File: src/rtl/flash_sequencer.sv
// flash_sequencer: run controller for the bounce-flash LED datapath.
//
// Paces the flash datapath with a prescaled step enable, drives its flick
// input, and counts completed flash runs by watching its state output.
// A host requests run_cnt back-to-back runs with start, may abort with stop
// (the current run drains first), and gets a one-cycle done pulse at the end.
//
// Optional feature: define WATCHDOG_EN to add a per-run step watchdog.
// After WDOG_TICKS steps without finishing a run, it forces the end of the
// sequence and raises a sticky fault. Without the macro, fault is tied to 0.
//
// Ports:
//   clk         system clock
//   reset       synchronous active-high reset
//   start       one-cycle command: begin a sequence of run_cnt runs
//   stop        one-cycle command: abort after the current run drains
//   run_cnt     number of runs, sampled on an accepted start
//   hold        level; while in RUN it drives flick so the flash bounces back
//   flash_state state output of the flash datapath (0 = S0 idle)
//   step_en     one-cycle step enable for the flash datapath
//   flick       flick input to the flash datapath
//   busy        high in every state except IDLE
//   done        one-cycle pulse when a sequence ends
//   aborted     last sequence ended via stop (or watchdog); held until next start
//   runs_left   runs still to complete, including the current one
//   fault       sticky watchdog fault
module flash_sequencer #(
  parameter int TICK_DIV   = 4,
  parameter int DIV_W      = 16,
  parameter int WDOG_TICKS = 64
) (
  input  logic       clk,
  input  logic       reset,
  input  logic       start,
  input  logic       stop,
  input  logic [3:0] run_cnt,
  input  logic       hold,
  input  logic [3:0] flash_state,
  output logic       step_en,
  output logic       flick,
  output logic       busy,
  output logic       done,
  output logic       aborted,
  output logic [3:0] runs_left,
  output logic       fault
);

  if (TICK_DIV < 2 || TICK_DIV > 65535 || WDOG_TICKS < 2) begin : g_bad_param
    $error("flash_sequencer: TICK_DIV or WDOG_TICKS out of range");
  end

  typedef enum logic [2:0] {IDLE, ARM, RUN, DRAIN, DONE} state_t;

  localparam logic [DIV_W-1:0] DIV_MAX = DIV_W'(TICK_DIV - 1);

  state_t           state, state_d;
  logic [DIV_W-1:0] div_cnt;
  logic [3:0]       prev_state;
  logic [3:0]       runs_left_d;
  logic             aborted_d;
  logic             at_s0_step;
  logic             completion;
  logic             wdog_trip;

  assign busy       = (state != IDLE);
  assign done       = (state == DONE);
  assign step_en    = busy && (div_cnt == DIV_MAX);
  // A step taken while the datapath sits in S0: either it is about to leave
  // S0 (ARM) or it has just come back to it.
  assign at_s0_step = step_en && (flash_state == 4'd0);
  // A run is complete when a step sees S0 after a step that did not.
  assign completion = at_s0_step && (prev_state != 4'd0);

`ifdef WATCHDOG_EN
  localparam int WD_W = $clog2(WDOG_TICKS + 1);

  logic [WD_W-1:0] wdog_cnt;
  logic            in_seq;

  assign in_seq    = (state == ARM) || (state == RUN) || (state == DRAIN);
  assign wdog_trip = in_seq && step_en && (wdog_cnt == WD_W'(WDOG_TICKS - 1));

  always_ff @(posedge clk) begin
    if (reset) begin
      wdog_cnt <= '0;
      fault    <= 1'b0;
    end else begin
      // Each new run gets a fresh step budget.
      if (state_d == ARM && state != ARM)
        wdog_cnt <= '0;
      else if (in_seq && step_en)
        wdog_cnt <= wdog_cnt + WD_W'(1);
      if (wdog_trip)
        fault <= 1'b1;
    end
  end
`else
  assign wdog_trip = 1'b0;
  assign fault     = 1'b0;
`endif

  // Next-state and output decode.
  // NOTE: every variable gets a default before the case so no path leaves
  // it unassigned; otherwise synthesis infers a latch.
  always_comb begin
    state_d     = state;
    runs_left_d = runs_left;
    aborted_d   = aborted;
    flick       = 1'b0;
    case (state)
      IDLE: begin
        if (start && run_cnt != 4'd0) begin
          state_d     = ARM;
          runs_left_d = run_cnt;
          aborted_d   = 1'b0;
        end
      end
      ARM: begin
        flick = 1'b1;
        if (wdog_trip) begin
          state_d = DONE; aborted_d = 1'b1; runs_left_d = 4'd0;
        end else if (stop) begin
          aborted_d = 1'b1;
          // If the datapath is leaving S0 on this step, or is already out
          // of it, the run must drain; otherwise nothing is in flight.
          if (at_s0_step || flash_state != 4'd0) begin
            state_d = DRAIN;
          end else begin
            state_d = DONE; runs_left_d = 4'd0;
          end
        end else if (at_s0_step) begin
          state_d = RUN;
        end
      end
      RUN: begin
        flick = hold;
        if (wdog_trip) begin
          state_d = DONE; aborted_d = 1'b1; runs_left_d = 4'd0;
        end else if (stop) begin
          aborted_d = 1'b1;
          if (completion) begin
            state_d = DONE; runs_left_d = 4'd0;
          end else begin
            state_d = DRAIN;
          end
        end else if (completion) begin
          if (runs_left <= 4'd1) begin
            state_d = DONE; runs_left_d = 4'd0;
          end else begin
            state_d = ARM; runs_left_d = runs_left - 4'd1;
          end
        end
      end
      DRAIN: begin
        if (wdog_trip) begin
          state_d = DONE; aborted_d = 1'b1; runs_left_d = 4'd0;
        end else if (at_s0_step) begin
          state_d = DONE; runs_left_d = 4'd0;
        end
      end
      DONE:    state_d = IDLE;
      default: state_d = IDLE;
    endcase
  end

  // NOTE: state registers use non-blocking assignments so every flop samples
  // the pre-edge values regardless of statement order.
  always_ff @(posedge clk) begin
    if (reset) begin
      state      <= IDLE;
      div_cnt    <= '0;
      prev_state <= 4'd0;
      runs_left  <= 4'd0;
      aborted    <= 1'b0;
    end else begin
      state     <= state_d;
      runs_left <= runs_left_d;
      aborted   <= aborted_d;
      // Held at 0 in IDLE so the first step lands TICK_DIV cycles into ARM.
      div_cnt   <= (!busy || step_en) ? '0 : div_cnt + DIV_W'(1);
      if (step_en)
        prev_state <= flash_state;
    end
  end

endmodule
File: config.mk
export PLATFORM = sky130hd
export DESIGN_NAME = flash_sequencer
export DESIGN_NICKNAME = d
export VERILOG_FILES = /design/src/rtl/flash_sequencer.sv
export SDC_FILE = /design/constraint.sdc
export NUM_CORES = 1
export LEC_CHECK = 0
export CAP_MARGIN = 25
export CORE_MARGIN = 2
export CORE_UTILIZATION = 53
export DETAILED_ROUTE_END_ITERATION = 7
export PLACE_DENSITY = 0.76
export SLEW_MARGIN = 10
export SYNTH_ARGS = -nofsm -noshare
export SYNTH_HDL_FRONTEND = slang
export SYNTH_SLANG_ARGS = --single-unit
export TNS_END_PERCENT = 30
File: constraint.sdc
create_clock -name clk -period 3.2 [get_ports clk]
set_clock_uncertainty 0.1 [all_clocks]
set_input_delay 0.32 -clock clk [delete_from_list [all_inputs] [get_ports clk]]
set_output_delay 0.32 -clock clk [all_outputs]
set_load 0.005 [all_outputs]
==> impl_metrics.py, run 1 <==
metrics = {
    "hold_path": {
        "whs_path_depth": 2,
        "min_path_type": "flop to flop",
        "hold_end": "prev_state[2]",
        "hold_start": "prev_state[2]",
    },
    "sta": {
        "report.final.slew_viol_count": 0,
        "clock.fmax_mhz": 348,
        "fin_setup_tns_ns": 0,
        "setup_viol": 0,
        "finalHoldViolations": 0,
        "period_minus_slack_ns": 2.88,
        "holdWs_ns": 0.390,
        "period_share": 0.899,
        "slew_headroom": 0.571,
        "rsz0062_at_grt": "no",
        "worst_pin_slew_ns": 0.636,
    },
    "floorplanning": {
        "die-area_um2": 3280,
        "initial_core_util": 0.550,
        "die_h_um": 57.2,
        "die_x_um": 57.2,
        "core_area_um2": 2730,
        "placementRows": 19,
        "io-pin-count": 23,
    },
    "global_routing": {
        "antenna_found_initial": 0,
        "grt_usage": 0.220,
        "grt_first_pass_wirelength_mm": 5.75,
        "first_global_vias": 1328,
        "grt_remaining_overflow": 0,
        "grt_max_degree": 16,
    },
    "clocking": {
        "cts_resized": 0,
        "root_buffer": "clkbuf_4",
        "clkTransAtPathRegs_ns": 0.15,
        "htreeDepth": 1,
        "clock_path_buffers": 2,
        "cts_tree": "done",
        "clock_sinks": 28,
        "hold_buffers": 0,
        "numCtsBuffers": 3,
        "clkLatencyLatePin_ns": 0.32,
        "cts_setup_buffers": 0,
    },
    "detailed_routing": {
        "wl_per_cell_um": 14.2,
        "via_per_inst": 6.05,
        "drc": 0,
        "ant_nets": 0,
        "drtPass1Iterations": 4,
        "first_iter_violations": 49,
        "via_count": 1447,
        "drt-total-wl_mm": 3.38,
    },
    "yosys": {
        "synth_cell_type_count": 43,
        "ys.warnings.count": 0,
        "ys.flop_type": "dfxtp_1",
        "syn_nets": 202,
        "syn_area_um2": 1500,
        "synth.avg_cell_area_um2": 8.08,
        "synth-seq-cells": 28,
        "seq_area_frac_synth": 0.373,
        "synth_edf_count": 0,
        "async_flop_share": 0,
        "synthCells": 186,
    },
    "worst_setup_path": {
        "r2r_slack_ns": 0.60,
        "startpoint_type": "flop",
        "critPathMaxFanout": 9,
        "timing.rr.start": "div_cnt[0]",
        "crit_arrival_ns": 2.46,
        "path_class": "flop to output pin",
        "cp.required_ns": 2.78,
        "timing.rr.end": "runs_left[2]",
        "critPathCaptureType": "output pin",
        "crit_start": "div_cnt[0]",
        "r2r_cells": 7,
    },
    "place": {
        "hpwl_mm": 2.54,
        "gp_congestion": 0.912,
        "port_buffers": 21,
    },
    "layout": {
        "finalNetCount": 225,
        "diodes": 0,
        "multi_input_area_um2": 892,
        "drive_above_1_share": 0.0625,
        "area.growth.synth_to_final_pct": 18.7,
        "layout_commonest_cell": "dfxtp_1",
        "final_cell_mix": "dfxtp_1, nor2_1, clkdlybuf4s50_1",
        "ff_latch_area_um2": 561,
        "n_fill_cell": 251,
    },
    "power": {
        "p_int_uw": 670,
        "p_sw_uw": 389,
        "seqPwrFrac": 0.428,
        "p_clk_frac": 0.163,
        "static-leakage-power_uw": 0.000642,
        "ir_drop_uv": 488,
        "comb_power_share": 0.409,
        "switching_share": 0.368,
        "powerDensity_nw_per_um2": 594,
    },
    "job": {
        "maxCapViolCount": 0,
    },
    "status": {
        "status": "complete, no violations",
    },
}
power by group through the flow:
stage                     logic (uW)  registers, uW  clock network (uW)
after CTS                        431            453                 178
after detailed placement         430            460                   0
after global placement           414            458                   0
after floorplan                  295            428                   0
final                            433            454                 172
after global routing             479            463                 190
layer usage:
layer  vias to the layer above  global-route usage  share of wire
met5                         -                   0              0
met4                         0              0.0963          0.014
met3                         6              0.0295          0.035
met2                        27               0.374           0.49
met1                       690               0.279           0.46
li1                        724                   -              -
flip-flops by register name, summed over array words and instances, names as in the netlist:
name and count:
aborted 1, div_cnt 16, prev_state 4, runs_left 4, state 3
kinds of logic (layout without fill, tap and decap cells):
| group | Yosys count | after routing | share of synthesized area |
|---|---|---|---|
| other cells | 1 | 1 | 0.00250 |
| xor+xnor | 12 | 12 | 0.0699 |
| flops | 28 | 28 | 0.373 |
| compound gates | 44 | 44 | 0.196 |
| buf+inv | 12 | 34 | 0.0333 |
| fa+ha+maj | 4 | 4 | 0.0316 |
| simple gates | 85 | 85 | 0.294 |
metrics by stage:
stage               cells  setup slack (ns)  utilization  instance area [um2]  power [uW]
floorplan             186             0.936            -                 1500         723
global placement      235             0.502        0.639                 1750         872
detailed placement    235             0.453        0.639                 1750         889
CTS                   239             0.356        0.652                 1780        1060
global route          239            0.0721        0.652                 1780        1130
finish                239             0.324        0.652                 1780        1060
worst max-delay path by stage:
stage,slack (ns),cells past startpoint,end
after floorplan,0.94,7,runs_left[2]
after global placement,0.50,6,runs_left[2]
after detailed placement,0.45,6,runs_left[2]
after CTS,0.36,6,step_en
after global routing,0.07,6,step_en
final,0.32,6,step_en
critical path, cell delays in order (launching register included):
cell,delay [ns]
dfxtp_1,0.42
ha_1,0.25
nor4b_1,0.35
nand4_1,0.13
buf_4,0.19
nor2_1,0.23
clkdlybuf4s50_1,0.56
cell type report:
class	count	share of cell area
inverters	6	0.0126
clock buffers	4	0.0204
well taps	31	0.0218
multi-input cells	146	0.500
flip-flops and latches	28	0.314
repair buffers	24	0.131
synth_stat cells (3+ instances only):
cell	instances	area [um2]
xnor2_1	4	35.0
o21ai_0	10	50.1
ha_1	3	37.5
nor3_1	4	20.0
nand3_1	8	40.0
nor4_1	3	18.8
a211oi_1	5	37.5
dfxtp_1	28	561
nand4_1	4	25.0
a21oi_1	18	90.1
nand2_1	14	52.6
nor2_1	25	93.8
and3_1	7	43.8
or3_1	4	25.0
inv_1	6	22.5
nand2b_1	4	25.0
clkbuf_1	4	15.0
xor2_1	8	70.1
Power figures use the tool's default switching activity.
==> run 2, diff against run 1 <==
--- a/config.mk
+++ b/config.mk
@@ -5,11 +5,12 @@
 export SDC_FILE = /design/constraint.sdc
 export NUM_CORES = 1
 export LEC_CHECK = 0
+export ABC_AREA = 1
 export CAP_MARGIN = 25
 export CORE_MARGIN = 2
-export CORE_UTILIZATION = 53
+export CORE_UTILIZATION = 40
 export DETAILED_ROUTE_END_ITERATION = 7
-export PLACE_DENSITY = 0.76
+export PLACE_DENSITY = 0.59
 export SLEW_MARGIN = 10
 export SYNTH_ARGS = -nofsm -noshare
 export SYNTH_HDL_FRONTEND = slang
==> impl_metrics.py, run 2 <==
metrics = {
    "status": {
        "status": "complete, no violations",
    },
    "clocking": {
        "clkTransAtPathRegs_ns": 0.10,
        "root_buffer": "clkbuf_8",
        "clock_path_buffers": 2,
        "cts_resized": 0,
        "htreeDepth": 1,
        "cts_tree": "done",
        "clkLatencyLatePin_ns": 0.27,
        "cts_setup_buffers": 0,
        "hold_buffers": 0,
        "clock_sinks": 28,
        "numCtsBuffers": 3,
    },
    "layout": {
        "drive_above_1_share": 0.0775,
        "finalNetCount": 288,
        "top_register": "div_cnt",
        "layout_commonest_cell": "nor2_1",
        "area.growth.synth_to_final_pct": 19.3,
        "final_cell_mix": "nor2_1, nand2_1, inv_1",
        "diodes": 0,
        "largest_reg_flops": 16,
        "top_regs": "div_cnt (16), prev_state (4), runs_left (4)",
    },
    "yosys": {
        "synth_top_area_share": 0.343,
        "synth-seq-cells": 28,
        "yosysTopAreaCell": "dfxtp_1",
        "synth_area_leaders": "dfxtp_1, nor2_1, nand2_1",
        "syn_nets": 264,
        "async_flop_share": 0,
        "synth.avg_cell_area_um2": 6.60,
        "seq_area_frac_synth": 0.343,
        "synth_cell_type_count": 30,
        "yosysMostFrequentCell": "nor2_1",
        "ys.warnings.count": 0,
        "syn_area_um2": 1640,
        "ys.flop_type": "dfxtp_1",
        "synth_common_cells": "nor2_1, nand2_1, inv_1",
        "synthCells": 248,
        "synth_edf_count": 0,
    },
    "global_routing": {
        "first_global_vias": 1367,
        "grt_first_pass_wirelength_mm": 5.71,
        "antenna_found_initial": 0,
        "grt_usage": 0.159,
        "grt_remaining_overflow": 0,
        "grt_max_degree": 16,
    },
    "power": {
        "powerDensity_nw_per_um2": 640,
        "total_power_uw": 1250,
        "static-leakage-power_uw": 0.000788,
        "ir_drop_uv": 228,
    },
    "floorplanning": {
        "core_area_um2": 3970,
        "placementRows": 23,
        "die_h_um": 68.0,
        "die_x_um": 68.0,
        "die-area_um2": 4620,
        "io-pin-count": 23,
        "initial_core_util": 0.412,
    },
    "worst_setup_path": {
        "startpoint_type": "flop",
        "path_class": "flop to output pin",
        "critPathMaxFanout": 9,
        "cp.required_ns": 2.78,
        "r2r_slack_ns": 1.35,
        "critPathCaptureType": "output pin",
        "crit_arrival_ns": 1.99,
        "timing.rr.start": "div_cnt[0]",
        "crit_start": "div_cnt[0]",
    },
    "hold_path": {
        "hold_start": "prev_state[0]",
        "min_path_type": "flop to flop",
    },
    "detailed_routing": {
        "ant_nets": 0,
        "wl_per_cell_um": 10.4,
        "first_iter_violations": 117,
        "dr_wl_met3_um": 166,
        "met1Wirelength_mm": 1.64,
        "drc": 0,
        "via_per_inst": 4.81,
        "via_count": 1544,
        "dr.max_layer_used": "met4",
        "met2_length_mm": 1.50,
        "drtPass1Iterations": 4,
        "drt-total-wl_mm": 3.35,
    },
    "sta": {
        "report.final.slew_viol_count": 0,
        "clock.fmax_mhz": 415,
        "finalHoldViolations": 0,
        "rsz0062_at_grt": "no",
        "fin_setup_tns_ns": 0,
        "period_minus_slack_ns": 2.41,
        "setup_viol": 0,
        "period_share": 0.752,
    },
    "place": {
        "port_buffers": 21,
        "hpwl_mm": 2.64,
        "gp_congestion": 0.833,
    },
    "job": {
        "maxCapViolCount": 0,
    },
}
-- run 2: changes by cell type after synthesis, sizes merged, moves of 7 or more --
cell | previous run | this run
and3 | 7 | 0
nor3 | 4 | 11
nor2 | 25 | 58
nand2 | 14 | 50
nand3 | 8 | 16
inv | 6 | 31
xor2 | 8 | 1
-- run 2: stage by stage --
step           utilization  hold slack [ns]  cells  setup slack [ns]  cell area, um2
2_1_floorplan            -            0.289    248              1.54            1640
3_3_place_gp         0.478            0.348    317              1.11            1900
3_5_place_dp         0.478            0.352    317              1.08            1900
4_1_cts              0.491            0.376    321             0.754            1950
5_1_grt              0.491            0.402    321             0.608            1950
6_report             0.491            0.372    321             0.792            1950
-- run 2: kinds of logic after synthesis --
kind of cell / Yosys count / synth area share
compound gates: 35 / 0.115
xor+xnor: 3 / 0.0161
fa+ha+maj: 3 / 0.0229
buf+inv: 33 / 0.0787
flops: 28 / 0.343
other cells: 1 / 0.00229
simple gates: 145 / 0.423
-- run 2: where the power goes --
group / internal, uW / total, uW / leakage, uW / switching [uW]
clock network: 110 / 215 / 0.0000288 / 105
registers: 393 / 451 / 0.000227 / 57.2
logic: 262 / 583 / 0.000533 / 321
-- run 2: path summary, 6_finish.rpt --
kind                                      end  cells past startpoint
worst max-delay path                  step_en                      8
worst min-delay path            prev_state[0]                      2
worst max register to register   runs_left[1]                     12
worst min register to register  prev_state[0]                      2
-- run 2: cell type report --
type	instances	area, um2
fillers	414	2020
multi-input cells	187	947
flip-flops and latches	28	561
repair buffers	21	210
inverters	31	116
well taps	50	62.6
clock buffers	4	55.1
-- run 2: worst max-delay path, stage by stage, from the launching register on --
cell and delay, ns:
dfxtp_1 0.39, ha_1 0.24, inv_1 0.05, nor2_1 0.08, nand2_1 0.06, nor2_2 0.14
nand3_4 0.14, inv_1 0.13, clkdlybuf4s50_1 0.50
-- run 2: layer usage --
metal | up-vias | global-route usage
met5 | - | 0
met4 | 0 | 0.0500
met3 | 4 | 0.0263
met2 | 33 | 0.269
met1 | 665 | 0.206
li1 | 842 | -
==> run 3, diff against run 2 <==
--- a/config.mk
+++ b/config.mk
@@ -10,7 +10,7 @@
 export CORE_MARGIN = 2
 export CORE_UTILIZATION = 40
 export DETAILED_ROUTE_END_ITERATION = 7
-export PLACE_DENSITY = 0.59
+export PLACE_DENSITY = 0.61
 export SLEW_MARGIN = 10
 export SYNTH_ARGS = -nofsm -noshare
 export SYNTH_HDL_FRONTEND = slang
==> constraint.sdc (replaced) <==
create_clock -name clk -period 2.1 [get_ports clk]
set_clock_uncertainty 0.1 [all_clocks]
set_input_delay 0.21 -clock clk [delete_from_list [all_inputs] [get_ports clk]]
set_output_delay 0.21 -clock clk [all_outputs]
set_load 0.005 [all_outputs]
==> impl_metrics.py, run 3 (same netlist as run 2, synthesis figures left out) <==
metrics = {
    "place": {
        "placed_cells_incl_taps": 322,
        "hpwl_mm": 2.73,
        "port_buffers": 21,
        "gp_congestion": 0.916,
    },
    "layout": {
        "drive_above_1_share": 0.116,
        "top_regs": "div_cnt (16), prev_state (4), runs_left (4)",
        "final_cell_mix": "nor2_1, nand2_1, inv_1",
        "diodes": 0,
        "largest_reg_flops": 16,
        "top_register": "div_cnt",
        "fin_cells": 327,
        "layout_commonest_cell": "nor2_1",
        "area.growth.synth_to_final_pct": 24.6,
        "finalNetCount": 294,
    },
    "worst_setup_path": {
        "critPathMostFrequentCell": "nand2_1",
        "critPathMaxFanout": 5,
        "path_delay_family": "buffers and inverters",
        "critPathCaptureType": "output pin",
        "slowest_stage": "clkdlybuf4s50_1",
        "crit_arrival_ns": 1.64,
        "max_stage_delay_ns": 0.49,
        "path_buf_inv": 2,
        "cp.required_ns": 1.79,
        "path_class": "flop to output pin",
        "cp_cell_sequence": "inv_1, nor2_2, nand2_1, nand2_1, clkdlybuf4s50_1",
        "startpoint_type": "flop",
    },
    "detailed_routing": {
        "drc": 0,
        "first_iter_violations": 97,
        "met1Wirelength_mm": 1.69,
        "wl_per_cell_um": 10.7,
        "dr_wl_met3_um": 119,
        "via_per_inst": 4.80,
        "drt-total-wl_mm": 3.50,
        "met2_length_mm": 1.66,
        "ant_nets": 0,
        "via_count": 1569,
        "dr.max_layer_used": "met4",
        "drtPass1Iterations": 4,
    },
    "clocking": {
        "clock_path_buffers": 2,
        "clkLatencyLatePin_ns": 0.28,
        "numCtsBuffers": 3,
        "root_buffer": "clkbuf_8",
        "cts_tree": "done",
        "clock_sinks": 28,
        "clkTransAtPathRegs_ns": 0.10,
        "htreeDepth": 1,
    },
    "global_routing": {
        "grt_first_pass_wirelength_mm": 5.99,
        "grt_usage": 0.167,
        "grt_max_degree": 17,
        "grt_remaining_overflow": 0,
        "first_global_vias": 1452,
        "antenna_found_initial": 0,
    },
    "floorplanning": {
        "die-area_um2": 4620,
        "io-pin-count": 23,
        "die_x_um": 68.0,
        "initial_core_util": 0.412,
        "die_h_um": 68.0,
        "placementRows": 23,
        "core_area_um2": 3970,
    },
    "power": {
        "powerDensity_nw_per_um2": 1010,
        "p_sw_uw": 776,
        "static-leakage-power_uw": 0.000838,
        "seqPwrFrac": 0.341,
        "p_clk_frac": 0.208,
        "comb_power_share": 0.451,
        "p_int_uw": 1290,
        "switching_share": 0.376,
        "ir_drop_uv": 624,
    },
    "hold_path": {
        "min_path_type": "flop to flop",
    },
    "sta": {
        "holdWs_ns": 0.373,
        "period_minus_slack_ns": 1.95,
        "finalHoldViolations": 0,
        "setup_viol": 0,
        "clock.fmax_mhz": 512,
        "fin_setup_tns_ns": 0,
        "rsz0062_at_grt": "no",
        "period_share": 0.930,
        "report.final.slew_viol_count": 0,
    },
    "job": {
        "maxCapViolCount": 0,
    },
    "status": {
        "status": "complete, no violations",
    },
}
-- run 3: cell types whose count changed in the layout (fill, tap and decap cells not counted), sizes merged --
cell           delta
buf               +6
bufinv            +1
clkbuf            -1
clkdlybuf4s50     -1
dlymetal6s2s      +1
-- run 3: power by group through the flow --
| stage | Sequential, uW | Clock [uW] | Combinational (uW) |
|---|---|---|---|
| 6_report | 704 | 431 | 932 |
| 5_1_grt | 717 | 455 | 1070 |
| 4_1_cts | 700 | 438 | 934 |
| 3_5_place_dp | 709 | 0 | 909 |
| 3_3_place_gp | 705 | 0 | 911 |
| 2_1_floorplan | 691 | 0 | 619 |
-- run 3: what timing repair did --
item,in CTS,in global routing
setup endpoints to repair,1,2
buffers inserted,1,0
hold buffers,0,0
resized for setup,6,3
pin swaps,0,1
-- run 3: routing by layer --
layer | global-route usage | up-vias
met2 | 0.312 | 23
li1 | - | 855
met5 | 0 | -
met4 | 0.0325 | 0
met3 | 0.0345 | 2
met1 | 0.195 | 689
-- run 3: layout make-up --
cell class | count | area, um2
Clock inverter | 1 | 30.0
Inverter | 31 | 116
Sequential cell | 28 | 567
Multi-Input combinational cell | 187 | 965
Clock buffer | 3 | 41.3
Timing Repair Buffer | 27 | 258
Fill cell | 391 | 1930
Tap cell | 50 | 62.6
-- run 3: per-stage QoR --
stage                     power, uW  worst slack (ns)  instance area [um2]   util
after global routing           2240            0.0396                 2040  0.514
final                          2070             0.146                 2040  0.514
after floorplan                1310             0.441                 1640      -
after CTS                      2070           0.00476                 2030  0.512
after detailed placement       1620             0.150                 1930  0.487
after global placement         1620             0.178                 1930  0.487
-- run 3: worst reg2reg max path: stages, from the launching register on --
cell and delay [ns]:
dfxtp_4 0.39, nor3_4 0.28, inv_2 0.13, nand3_4 0.11, buf_4 0.16, nand3_2 0.07, nand2_2 0.10, nand2_4 0.07
nor2_4 0.13, nand2_1 0.07, nand2_1 0.06, nor2_1 0.03
-- run 3: path summary, 6_finish.rpt --
kind,from,to,slack (ns),depth (start not counted)
setup / recovery,state[0],flick,0.15,5
hold reg to reg,prev_state[1],prev_state[1],0.37,2
hold / removal,prev_state[1],prev_state[1],0.37,2
setup reg to reg,state[0],runs_left[2],0.30,11
